--- config.mk ---
export PLATFORM = sky130hd
export DESIGN_NAME = tri_step_sweep
export DESIGN_NICKNAME = d
export VERILOG_FILES = /design/src/rtl/tri_step_sweep.sv
export SDC_FILE = /design/constraint.sdc
export NUM_CORES = 1
export LEC_CHECK = 0
export ABC_CLOCK_PERIOD_IN_PS = 10100
export CAP_MARGIN = 0
export CORE_MARGIN = 2
export CORE_UTILIZATION = 45
export DETAILED_ROUTE_END_ITERATION = 12
export PLACE_DENSITY = 0.66
export SLEW_MARGIN = 20
export SYNTH_ARGS = -nofsm -noshare
export SYNTH_HDL_FRONTEND = slang
export SYNTH_SLANG_ARGS = --single-unit
--- constraint.sdc ---
create_clock -name clk -period 10.1 [get_ports clk]
set_input_delay 2.525 -clock clk [delete_from_list [all_inputs] [get_ports clk]]
set_output_delay 2.525 -clock clk [all_outputs]
set_load 0.01 [all_outputs]
--- src/rtl/tri_step_sweep.sv ---
// Sweeps the triangle generator's step word from start to stop, holding each value for max(dwell,1) cycles.
// First value appears one cycle after start; cfg_ready is high only while idle, so config is refused mid-sweep.
module tri_step_sweep #(
  parameter int DWELL_W = 32,
  parameter int STEP_W  = 32
) (
  input  logic               clk,
  input  logic               rst_n,
  input  logic               cfg_valid,
  output logic               cfg_ready,
  input  logic [STEP_W-1:0]  cfg_start,
  input  logic [STEP_W-1:0]  cfg_stop,
  input  logic [STEP_W-1:0]  cfg_inc,
  input  logic [DWELL_W-1:0] cfg_dwell,
  input  logic               cfg_loop,
  input  logic               start,
  input  logic               abort,
  output logic [STEP_W-1:0]  step,
  output logic               busy,
  output logic               done
);

  localparam logic [0:0] IDLE = 1'b0;
  localparam logic [0:0] RUN  = 1'b1;
  localparam logic [DWELL_W-1:0] ONE_D = {{(DWELL_W-1){1'b0}}, 1'b1};

  logic [0:0]         state;
  logic [STEP_W-1:0]  start_q, stop_q, inc_q;
  logic [DWELL_W-1:0] dwell_q, cnt;
  logic               loop_q, down_q;

  logic               cfg_fire;
  logic [STEP_W-1:0]  eff_start;
  logic [DWELL_W-1:0] eff_dwell, eff_reload, reload_q;
  logic [STEP_W:0]    up_sum, dn_diff;
  logic [STEP_W-1:0]  next_step;
  logic               at_stop;

  assign cfg_ready = (state == IDLE);
  assign cfg_fire  = cfg_valid && cfg_ready;

  // A config handshake in the same cycle as start takes effect for this sweep.
  assign eff_start  = cfg_fire ? cfg_start : start_q;
  assign eff_dwell  = cfg_fire ? cfg_dwell : dwell_q;
  assign eff_reload = (eff_dwell == '0) ? '0 : eff_dwell - ONE_D;
  assign reload_q   = (dwell_q == '0) ? '0 : dwell_q - ONE_D;

  // One extra bit catches carry on the way up and borrow on the way down.
  assign up_sum  = {1'b0, step} + {1'b0, inc_q};
  assign dn_diff = {1'b0, step} - {1'b0, inc_q};
  assign at_stop = (step == stop_q);

  always_comb begin
    next_step = stop_q;
    if (inc_q != '0) begin
      if (down_q) begin
        if (!dn_diff[STEP_W] && (dn_diff[STEP_W-1:0] > stop_q))
          next_step = dn_diff[STEP_W-1:0];
      end else begin
        if (!up_sum[STEP_W] && (up_sum[STEP_W-1:0] < stop_q))
          next_step = up_sum[STEP_W-1:0];
      end
    end
  end

  always_ff @(posedge clk or negedge rst_n) begin
    if (!rst_n) begin
      state   <= IDLE;
      step    <= '0;
      busy    <= 1'b0;
      done    <= 1'b0;
      cnt     <= '0;
      start_q <= '0;
      stop_q  <= '0;
      inc_q   <= '0;
      dwell_q <= '0;
      loop_q  <= 1'b0;
      down_q  <= 1'b0;
    end else begin
      done <= 1'b0;
      if (cfg_fire) begin
        start_q <= cfg_start;
        stop_q  <= cfg_stop;
        inc_q   <= cfg_inc;
        dwell_q <= cfg_dwell;
        loop_q  <= cfg_loop;
        down_q  <= (cfg_start > cfg_stop);
      end
      case (state)
        IDLE: begin
          if (start && !abort) begin
            state <= RUN;
            busy  <= 1'b1;
            step  <= eff_start;
            cnt   <= eff_reload;
          end
        end
        RUN: begin
          if (abort) begin
            state <= IDLE;
            busy  <= 1'b0;
          end else if (cnt != '0) begin
            cnt <= cnt - ONE_D;
          end else begin
            cnt <= reload_q;
            if (at_stop) begin
              if (loop_q) begin
                step <= start_q;
              end else begin
                state <= IDLE;
                busy  <= 1'b0;
                done  <= 1'b1;
              end
            end else begin
              step <= next_step;
            end
          end
        end
        default: state <= IDLE;
      endcase
    end
  end

endmodule

After elaboration in Yosys (flattened, before gate mapping)
Index checks and enable logic that the tools add are counted.
Storage, ports and cells
  bits of input ports: 134
  register bits after elaboration: 197
Cells by class
  bitwise logic cells: 1
  multiplexer cells: 35
  magnitude comparators: 3
  add/sub/neg operators: 5
  equal/unequal tests: 8
  reduce and logical (&&, ||, !) cells: 14
Operators with widths (count)
  $mux W32: 16
  $pmux W32 S2: 2
  $sub A32 B1 Y32 const B: 3
  $gt A32 B32 Y1: 2
  $logic_not A32 Y1: 2
  $reduce_bool A32 Y1: 2
  $add A32 B32 Y33: 1
  $sub A32 B32 Y33: 1
  $eq A32 B32 Y1: 1
  $lt A32 B32 Y1: 1
  $mux W1: 15
  $ne A3 B3 Y1 const B: 3
  $reduce_and A4 Y1: 2
  $logic_and A1 B1 Y1: 4
  $ne A2 B2 Y1 const B: 2
  $pmux W1 S2: 2
  $logic_not A1 Y1: 3
  $ne A3 B2 Y1 const B: 1
  $ne A2 B1 Y1 const B: 1
  $reduce_and A2 Y1: 1
  $not A1 Y1: 1

Depth between registers and ports, before layout
Gate-level depths: netlist of the first run.
  depth after elaboration: 10
  mapped depth: 22

Worst setup path before layout of the first run
OpenSTA, ideal clock, no wires.
  path kind: input-to-reg
  from: in cfg_valid
  to: reg cnt[24]
  setup slack: 3718 ps
  arrival: 6256 ps
  path buffers: 5
  stages on the path: 16
  cell sequence: nor2b_1 > buf_2 > buf_2 > buf_1 > clkbuf_1 > clkbuf_1 > nor2_1 > a21oi_1 > ha_1 > nand2_1 > nor4_2 > nand4_1 > or4_1 > xnor2_1 > a221oi_1 > nor2_1
Between the ends
  cells in the longest elaborated chain, start to end: 6
Ends and longest elaborated chain
  start: declaration: line 9  | input logic cfg_valid,
  $logic_and A1 B1 Y1 (*): line 40  | assign cfg_fire = cfg_valid && cfg_ready;
  $mux W32 (*)
  $sub A32 B1 Y32 or $logic_not A32 Y1 (tied branches): line 45  | assign eff_reload = (eff_dwell == '0) ? '0 : eff_dwell - ONE_D;
  $mux W32 (*): line 45
  $mux W32 (*): line 91  | if (start && !abort) begin
  $pmux W32 S2 (*): line 89  | case (state)
  end signal: assignment: line 95  | cnt <= eff_reload;
  end signal: assignment: line 103  | cnt <= cnt - ONE_D;
  end signal: assignment: line 105  | cnt <= reload_q;
  end: declaration: line 29  | logic [DWELL_W-1:0] dwell_q, cnt;
Every way passes the cells marked *; elsewhere a longest branch is shown, timed or not. The select of a mux whose other input is x is not followed.
A chain may end at the register's enable or synchronous reset.

Worst setup path in the final report of the first run
  from: in cfg_valid
  to: reg cnt[8]
Between the ends
  cells in the longest elaborated chain, start to end: 6
Ends and longest elaborated chain
  $logic_and A1 B1 Y1: line 40
  $mux W32
  via eff_dwell[22]: line 34  | logic [DWELL_W-1:0] eff_dwell, eff_reload, reload_q;
  $logic_not A32 Y1: line 45
  $mux W32: line 45
  $mux W32: line 91
  $pmux W32 S2: line 89
The timed path passes the listed nets, and every way through them passes these cells. The select of a mux whose other input is x is not followed.

==> run summary, run 1 <==
Cell chosen for the clock root: sky130_fd_sc_hd__clkbuf_16. The final worst-path cycle share is 66.2%, and the number of hold-slack violations in the final timing report is 0. After detailed routing, the average wire length per cell comes to 21.4 um. By area the synthesized netlist is led by sky130_fd_sc_hd__dfrtp_1 28%, sky130_fd_sc_hd__ha_1 12%, sky130_fd_sc_hd__nand2_1 6.7%, sky130_fd_sc_hd__xnor2_1 4.9%, sky130_fd_sc_hd__a21oi_1 4.4%.

The multi-input combinational cells in the finished layout cover a total of 0.0116 sq mm. For the final database, setup skew stands at 0.0139 ns. The run gives 52.4% as the end-of-flow core utilization.

After legalization and detailed placement, the total HPWL measured 47200 um. The remaining routing DRC violations came out at 0. Synthesis produced a netlist with a net count of 2534. The congestion estimate from routability-driven global placement came to 0.922. After the first detailed-routing iteration, the DRC count stood at 1372. The number of warnings printed during yosys synthesis is 0, and the global-route total usage across every layer is 30.0%. The reported max-cap violation count is 0, and the minimum setup slack after placement is 2.89 ns. TritonCTS built the clock tree. The most used flip-flop cell after synthesis is sky130_fd_sc_hd__dfrtp_1. First-pass GRT wire length: 95400 um. In this run the tool buffered the top-level ports with 168 buffer cells. The run finished with clean final reports. The maximum root-to-sink buffer count came out at 2. The floorplan step defined a die boundary enclosing 0.0405 sq mm. The number of nets with antenna violations after routing came out at 0. The number of global-route vias before repair came out at 16700.

The path type of the worst setup path is input pin to flip-flop. At the later pin of the worst-skew pair, clock insertion delay measures 0.46 ns. Synthesis inferred 197 register bits.

In this run, post-CTS hold repair placed 0 buffers. The worst setup path is launched from an input pin. The worst setup path is captured at a flip-flop.

The run gives 4 as the maximum level of the CTS H-tree. The biggest area contributor in the post-synthesis netlist is sky130_fd_sc_hd__dfrtp_1. Yosys mapped a number of flops with a built-in enable equal to 0.

The share of the Yosys chip area taken by registers is 28.2%. The core region is 0.0385 sq mm. The worst-case IR drop observed on VDD is 137 uV. Headroom to the max-slew limit came out at 31.7%.

The logs give 0 for the total setup violations reported at the end of the flow and 0 ns for the final sum of negative setup slack. The net count of the finished layout is 2633, and the clock sink count is 197. 169 I/O pins were placed. Power spread over the standard cell area amounts to 233 mW/mm^2. The routed via count divided by cell count is 5.95.

After synthesis the cells add up to 0.0175 sq mm. In this run the static leakage power is 0.00879 uW. Static timing analysis puts the maximum clock frequency at 150 MHz. The post-synthesis cell count was 2234. Data on the critical path arrives at its endpoint at 7.03 ns.

Of the cells placed in the final design, the portion with a size suffix greater than 1 is 4.43%. The synthesized design devotes to its leading area cell type 28.2% of total area. The number of placement rows is 72, and the floorplan die height is 201 um.

Clock-pin slew was measured on the worst setup and hold paths at 0.08 ns. Along the worst path, the maximum fanout reaches 92. The number of clock buffers added by TritonCTS is 17.

Setup repair after global routing left no endpoint under its margin. The mean post-synth cell area is 7.83 sq um, and the total wire length is 61300 um. The tools report the overall overflow remaining after global route as 0. The logs give 93 for the maximum number of pins on one net before global-route repair and 3.41 ns for the post-route worst setup slack. The number of optimization iterations in the first detailed-route pass is 5, and the fill cell instance count of the final layout is 3729. For the pin with the worst max-slew slack, the measured transition is 1.02 ns. The growth of design area from synthesis to finish was 15.3%. The run gives 0 as the number of antenna violations at the first check in global routing.

The tightest min-delay check is of the flip-flop to flip-flop type. The chip width is 201 um, and the via count is 17000. Gates resized during post-CTS repair numbered 0.

After synthesis, the share of flip-flops with an asynchronous set or reset is 100%. The max-slew violation count is 0, and the final critical-path required period is 6.69 ns. The combined flip-flop and latch cell area came out at 0.00493 sq mm. The distinct cell type count after synthesis is 85, and the required time at the worst-slack endpoint is 10.44 ns. Initial cell density of the core: 45.5%. Buffers added to address setup during post-CTS repair amount to 0.
-- cells by family after synthesis --
logic type	synth area share (%)
AO/OA/AOI/OAI	20.9
multiplexers	1.90
XOR/XNOR	8.01
flip-flops	28.2
AND/OR/NAND/NOR	23.1
buffers and inverters	5.99
adder cells (fa/ha/maj)	12.0
-- per-layer routing --
layer,vias to the layer above,track usage (%),wire [um]
met4,0,9.18,1720
met2,648,50.0,28300
met3,83,3.58,3770
met5,-,0,0
met1,8197,40.9,27400
li1,8109,-,-
-- power breakdown --
group          internal [uW]  switching (uW)
sequential               927             242
clock                    372             352
combinational           1110            1700
total                   2410            2300
-- flip-flops by register name, indices dropped and copies added, names as in the netlist, 32 cells and up --
name     count
cnt         32
dwell_q     32
inc_q       32
start_q     32
step        32
stop_q      32
-- worst max-delay path, stage by stage --
cell                              delay, ns
sky130_fd_sc_hd__clkdlybuf4s50_1       0.51
sky130_fd_sc_hd__nor2b_4               0.61
sky130_fd_sc_hd__buf_4                 0.78
sky130_fd_sc_hd__mux2_2                0.46
sky130_fd_sc_hd__nor4_1                0.42
sky130_fd_sc_hd__nand2_1               0.13
sky130_fd_sc_hd__or2_2                 0.32
sky130_fd_sc_hd__nor2_1                0.24
sky130_fd_sc_hd__a31oi_4               0.43
sky130_fd_sc_hd__a221oi_1              0.47
sky130_fd_sc_hd__nor2_1                0.07
-- final timing paths --
kind / depth (start not counted) / slack (ns) / startpoint / endpoint
worst min-delay path: 2 / 0.50 / start_q[25] / start_q[25]
worst max-delay path: 11 / 3.41 / cfg_valid / cnt[8]
worst min register to register: 2 / 0.50 / start_q[25] / start_q[25]
min in group asynchronous: 1 / 2.06 / rst_n / dwell_q[14]
worst max register to register: 18 / 3.57 / step[10] / step[4]
max in group asynchronous: 2 / 6.57 / rst_n / state
-- cell usage in the layout (no fill, tap or decap), drive strengths merged, types with 56 or more instances in the layout --
master | Yosys | layout
a21oi | 155 | 155
nor2 | 194 | 194
nor3 | 56 | 56
clkdlybuf4s50 | 0 | 167
dfrtp | 197 | 197
nand2 | 314 | 314
nand3 | 58 | 58
o21ai | 115 | 115
ha | 164 | 164
inv | 161 | 166
xnor2 | 97 | 97
xor2 | 63 | 63
-- per-stage QoR --
step	area, sq um	instances	hold WS, ns	power (uW)
final	20200	2864	0.502	4710
after global routing	20200	2863	0.520	5050
after CTS	20200	2863	0.501	4660
after detailed placement	19600	2832	0.482	3920
after global placement	19600	2832	0.470	3880
after floorplan	17500	2234	0.455	3010
-- cell type report --
cell class / instances / share of cell area, %
clock buffer: 21 / 2.38
clock inverter: 10 / 0.546
multi-input combinational: 1766 / 57.3
tap: 518 / 3.21
sequential: 197 / 24.4
antenna: 1 / 0.0124
inverter: 163 / 3.03
timing repair buffer: 188 / 9.10
-- synth_stat cells, types with 23 or more instances --
cell type                    n
sky130_fd_sc_hd__nand2_1   313
sky130_fd_sc_hd__mux2i_1    23
sky130_fd_sc_hd__or3_1      36
sky130_fd_sc_hd__o22ai_1    32
sky130_fd_sc_hd__clkbuf_1   82
sky130_fd_sc_hd__nor3_1     53
sky130_fd_sc_hd__inv_1     159
sky130_fd_sc_hd__nor4_1     38
sky130_fd_sc_hd__xor2_1     63
sky130_fd_sc_hd__o21ai_0   111
sky130_fd_sc_hd__nor2_1    194
sky130_fd_sc_hd__nand4_1    28
sky130_fd_sc_hd__a21oi_1   154
sky130_fd_sc_hd__a21o_1     40
sky130_fd_sc_hd__a221oi_1   37
sky130_fd_sc_hd__dfrtp_1   197
sky130_fd_sc_hd__xnor2_1    97
sky130_fd_sc_hd__nand3_1    58
sky130_fd_sc_hd__ha_1      164
No activity file was read; power rests on OpenSTA's default activity.
==> run 2: changes to the inputs <==
--- a/config.mk
+++ b/config.mk
@@ -5,12 +5,12 @@
 export SDC_FILE = /design/constraint.sdc
 export NUM_CORES = 1
 export LEC_CHECK = 0
-export ABC_CLOCK_PERIOD_IN_PS = 10100
+export ABC_CLOCK_PERIOD_IN_PS = 5970
 export CAP_MARGIN = 0
 export CORE_MARGIN = 2
 export CORE_UTILIZATION = 45
 export DETAILED_ROUTE_END_ITERATION = 12
-export PLACE_DENSITY = 0.66
+export PLACE_DENSITY = 0.69
 export SLEW_MARGIN = 20
 export SYNTH_ARGS = -nofsm -noshare
 export SYNTH_HDL_FRONTEND = slang
==> constraint.sdc (replaced) <==
create_clock -name clk -period 5.97 [get_ports clk]
set_input_delay 1.4925 -clock clk [delete_from_list [all_inputs] [get_ports clk]]
set_output_delay 1.4925 -clock clk [all_outputs]
set_load 0.01 [all_outputs]
==> run 2 against run 1 <==
- flip-flop and latch count stayed put
- via count is 3.7% higher
- non-clock buffer count is 63 higher
- die area stayed put
- sequential share of layout area is 0.60 points lower
- critical path depth is 9 higher
- cell count is 2.2% higher
- clock-buffer cell count stayed put
==> run summary, run 2 (synthesis results as in run 1) <==
The flow ran to the end, and the final reports show no timing, DRC or antenna violations. Counting every sink on the clock net gives 197. The end-of-flow core utilization is 53.8%. The placed instances occupy a cell area of 0.0200 sq mm. Setup repair after global routing could not meet its margin everywhere. For the overall overflow remaining after global route, the log shows 0. The proportion of layout cells with a drive suffix above 1 came out at 7.35%. The number of antenna violations at the first check in global routing was 1; the top achievable clock speed was 173 MHz. The maximum root-to-sink buffer count is 2. After legalization and detailed placement, the total HPWL measured 53200 um.

Tracing the worst setup path back leads to its startpoint at inc_q[10]. The core region is 0.0385 sq mm. The peak fanout along the critical path was 3. The worst hold margin came out at 0.508 ns. For the worst setup path, the data arrival time is 6.13 ns. The chip width was 201 um; the total number of cells along the worst setup path was 20. The tools report the worst-case headroom to the max-slew limit as 29.3%. The final worst-path cycle share is 97.0%.

The tool flagged a number of max-cap violations equal to 0. STA classifies the critical path endpoint as a flip-flop. The most frequent standard cell in the layout excluding fill and tap cells was sky130_fd_sc_hd__nand2_1.

Path type of the worst setup path: flip-flop to flip-flop. The worst path in the final design needs a cycle of 5.79 ns, including I/O delays and setup. Counting stages on the worst path, the most repeated cell is sky130_fd_sc_hd__a21oi_1. The final design area excluding fillers was 0.0207 sq mm; the clock latency at the later pin of the worst-skew pair was 0.48 ns. The first global-routing pass estimated 103000 um of wire.

The remaining routing DRC violations came out at 0. The initial utilization of the core area, before any placement, comes to 45.5%. The floorplan die height was 201 um; the worst voltage drop across the vdd grid was 219 uV. In this run the static leakage power is 0.00909 uW.

Following the worst setup path forward leads to its endpoint at step[15]. At the pin with the least slew margin, the transition time is 1.06 ns. Pin placement for this block handled 169 I/O pins. Largest stage delay on the critical path: 0.61 ns. The tools report the number of hold-slack violations in the final timing report as 0. Broken down by cell family, the worst path's largest delay share belongs to compound AO/OA/AOI/OAI gates. The number of DRC violations after detailed-routing iteration 0 was 1681; the via count was 17700. The run gives 72 as the number of placement rows. Data on the critical path is required at its endpoint by 6.32 ns.

The launching element type of the critical path was a flip-flop. The H-tree was split into 4 levels. Clock tree synthesis selected as its root buffer the cell sky130_fd_sc_hd__clkbuf_16. The area growth from synthesis to layout is 18.3%. The slowest stage cell on the critical path was sky130_fd_sc_hd__or4_1. The power density of the placed cells was 409 mW/mm^2. Entering global routing, the biggest net connects 80 pins. The number of nets with antenna violations after routing was 0; the count of cells along the worst register-to-register path was 20.

Power comes to 8470 uW. The count of input and output buffers is 168, and the final worst clock skew is 0.0183 ns. The minimum setup slack after placement came out at -0.00573 ns. Clock tree synthesis inserted a total of 17 buffers. The final layout contains 2696 nets.

Number of optimization iterations in the first detailed-route pass: 7. After clock tree synthesis, the flow added hold-fix buffers numbering 0. The number of buffer and inverter stages on the critical path came out at 2. Setup slack on the critical path of the routed design comes to 0.182 ns. The global-route total usage across every layer is 33.1%, and the detail-routed net length per standard cell is 23.0 um. The logs give 0 for the total setup violations reported at the end of the flow and 67400 um for the total wire length.

The register-to-register setup slack is 0.18 ns, and the routed via count divided by cell count is 6.03. The reg-to-reg critical path endpoint is step[15]. The type of the tightest min-delay check was flip-flop to flip-flop. TritonCTS built the clock tree.

The congestion estimate from routability-driven global placement came to 1.00. The signal on the critical path passes through inv_1, ha_1, or4_1, a2111o_1, a211oi_4, a21oi_1, o41a_1, mux2i_1, or2_2, ha_1, nand4_1, or4_1, a21oi_1, a21oi_1, or4b_1, nor4_1, buf_4, and2_1, a2111oi_1, o41ai_1. Leaving out fill and tap cells, the most frequent cells in the layout are 312 x sky130_fd_sc_hd__nand2_1, 195 x sky130_fd_sc_hd__dfrtp_1, 190 x sky130_fd_sc_hd__nor2_1. Launch point of the worst reg-to-reg path: inc_q[10]. The max-slew violation count is 0, and the number of global-route vias before repair is 17100. The floorplan step defined a die boundary enclosing 0.0405 sq mm. The clock transition at the registers of the reported paths works out to 0.08 ns.
run 2: per-layer routing:
metal | share of wire, % | GRT usage (%) | wire length [um]
met5 | 0 | 0 | 0
met4 | 3.1 | 10.6 | 2100
met3 | 7.8 | 6.14 | 5260
met2 | 45 | 52.0 | 30100
met1 | 44 | 46.0 | 29900
run 2: power by group:
group | switching (uW) | total, uW | internal (uW)
Combinational | 3260 | 5380 | 2120
Clock | 600 | 1190 | 587
Sequential | 329 | 1900 | 1570
run 2: worst min-delay path by stage:
stage,start,endpoint,slack (ns),cells after the start
floorplan,start_q[26],start_q[26],0.46,2
global placement,start_q[26],start_q[26],0.47,2
detailed placement,start_q[26],start_q[26],0.48,2
CTS,start_q[26],start_q[26],0.50,2
global route,start_q[25],start_q[25],0.51,2
finish,start_q[26],start_q[26],0.51,2
run 2: worst reg2reg max path: stages, from the launching register on:
cell	delay, ns
sky130_fd_sc_hd__dfrtp_1	0.38
sky130_fd_sc_hd__inv_1	0.08
sky130_fd_sc_hd__ha_1	0.28
sky130_fd_sc_hd__or4_1	0.58
sky130_fd_sc_hd__a2111o_1	0.41
sky130_fd_sc_hd__a211oi_4	0.34
sky130_fd_sc_hd__a21oi_1	0.18
sky130_fd_sc_hd__o41a_1	0.45
sky130_fd_sc_hd__mux2i_1	0.16
sky130_fd_sc_hd__or2_2	0.30
sky130_fd_sc_hd__ha_1	0.29
sky130_fd_sc_hd__nand4_1	0.16
sky130_fd_sc_hd__or4_1	0.61
sky130_fd_sc_hd__a21oi_1	0.19
sky130_fd_sc_hd__a21oi_1	0.05
sky130_fd_sc_hd__or4b_1	0.24
sky130_fd_sc_hd__nor4_1	0.07
sky130_fd_sc_hd__buf_4	0.20
sky130_fd_sc_hd__and2_1	0.15
sky130_fd_sc_hd__a2111oi_1	0.40
sky130_fd_sc_hd__o41ai_1	0.14
run 2: through the flow:
stage / std cells / setup TNS (ns)
floorplan: 2234 / 0
CTS: 2923 / 0
global placement: 2891 / 0
detailed placement: 2891 / -0.00573
finish: 2928 / 0
global route: 2927 / -0.134
run 2: what timing repair did:
item,CTS,global route
setup endpoints to repair,1,27
resized for setup,1,19
setup buffers,0,4
pin swaps,0,5
run 2: cell type report:
cell class | instances | area, sq um
fill | 3727 | 17800
timing repair buffer | 251 | 2320
clock buffer | 21 | 440
inverter | 163 | 612
clock inverter | 11 | 116
sequential | 197 | 4930
multi-input combinational | 1766 | 11600
tap | 518 | 648
antenna | 1 | 2.50
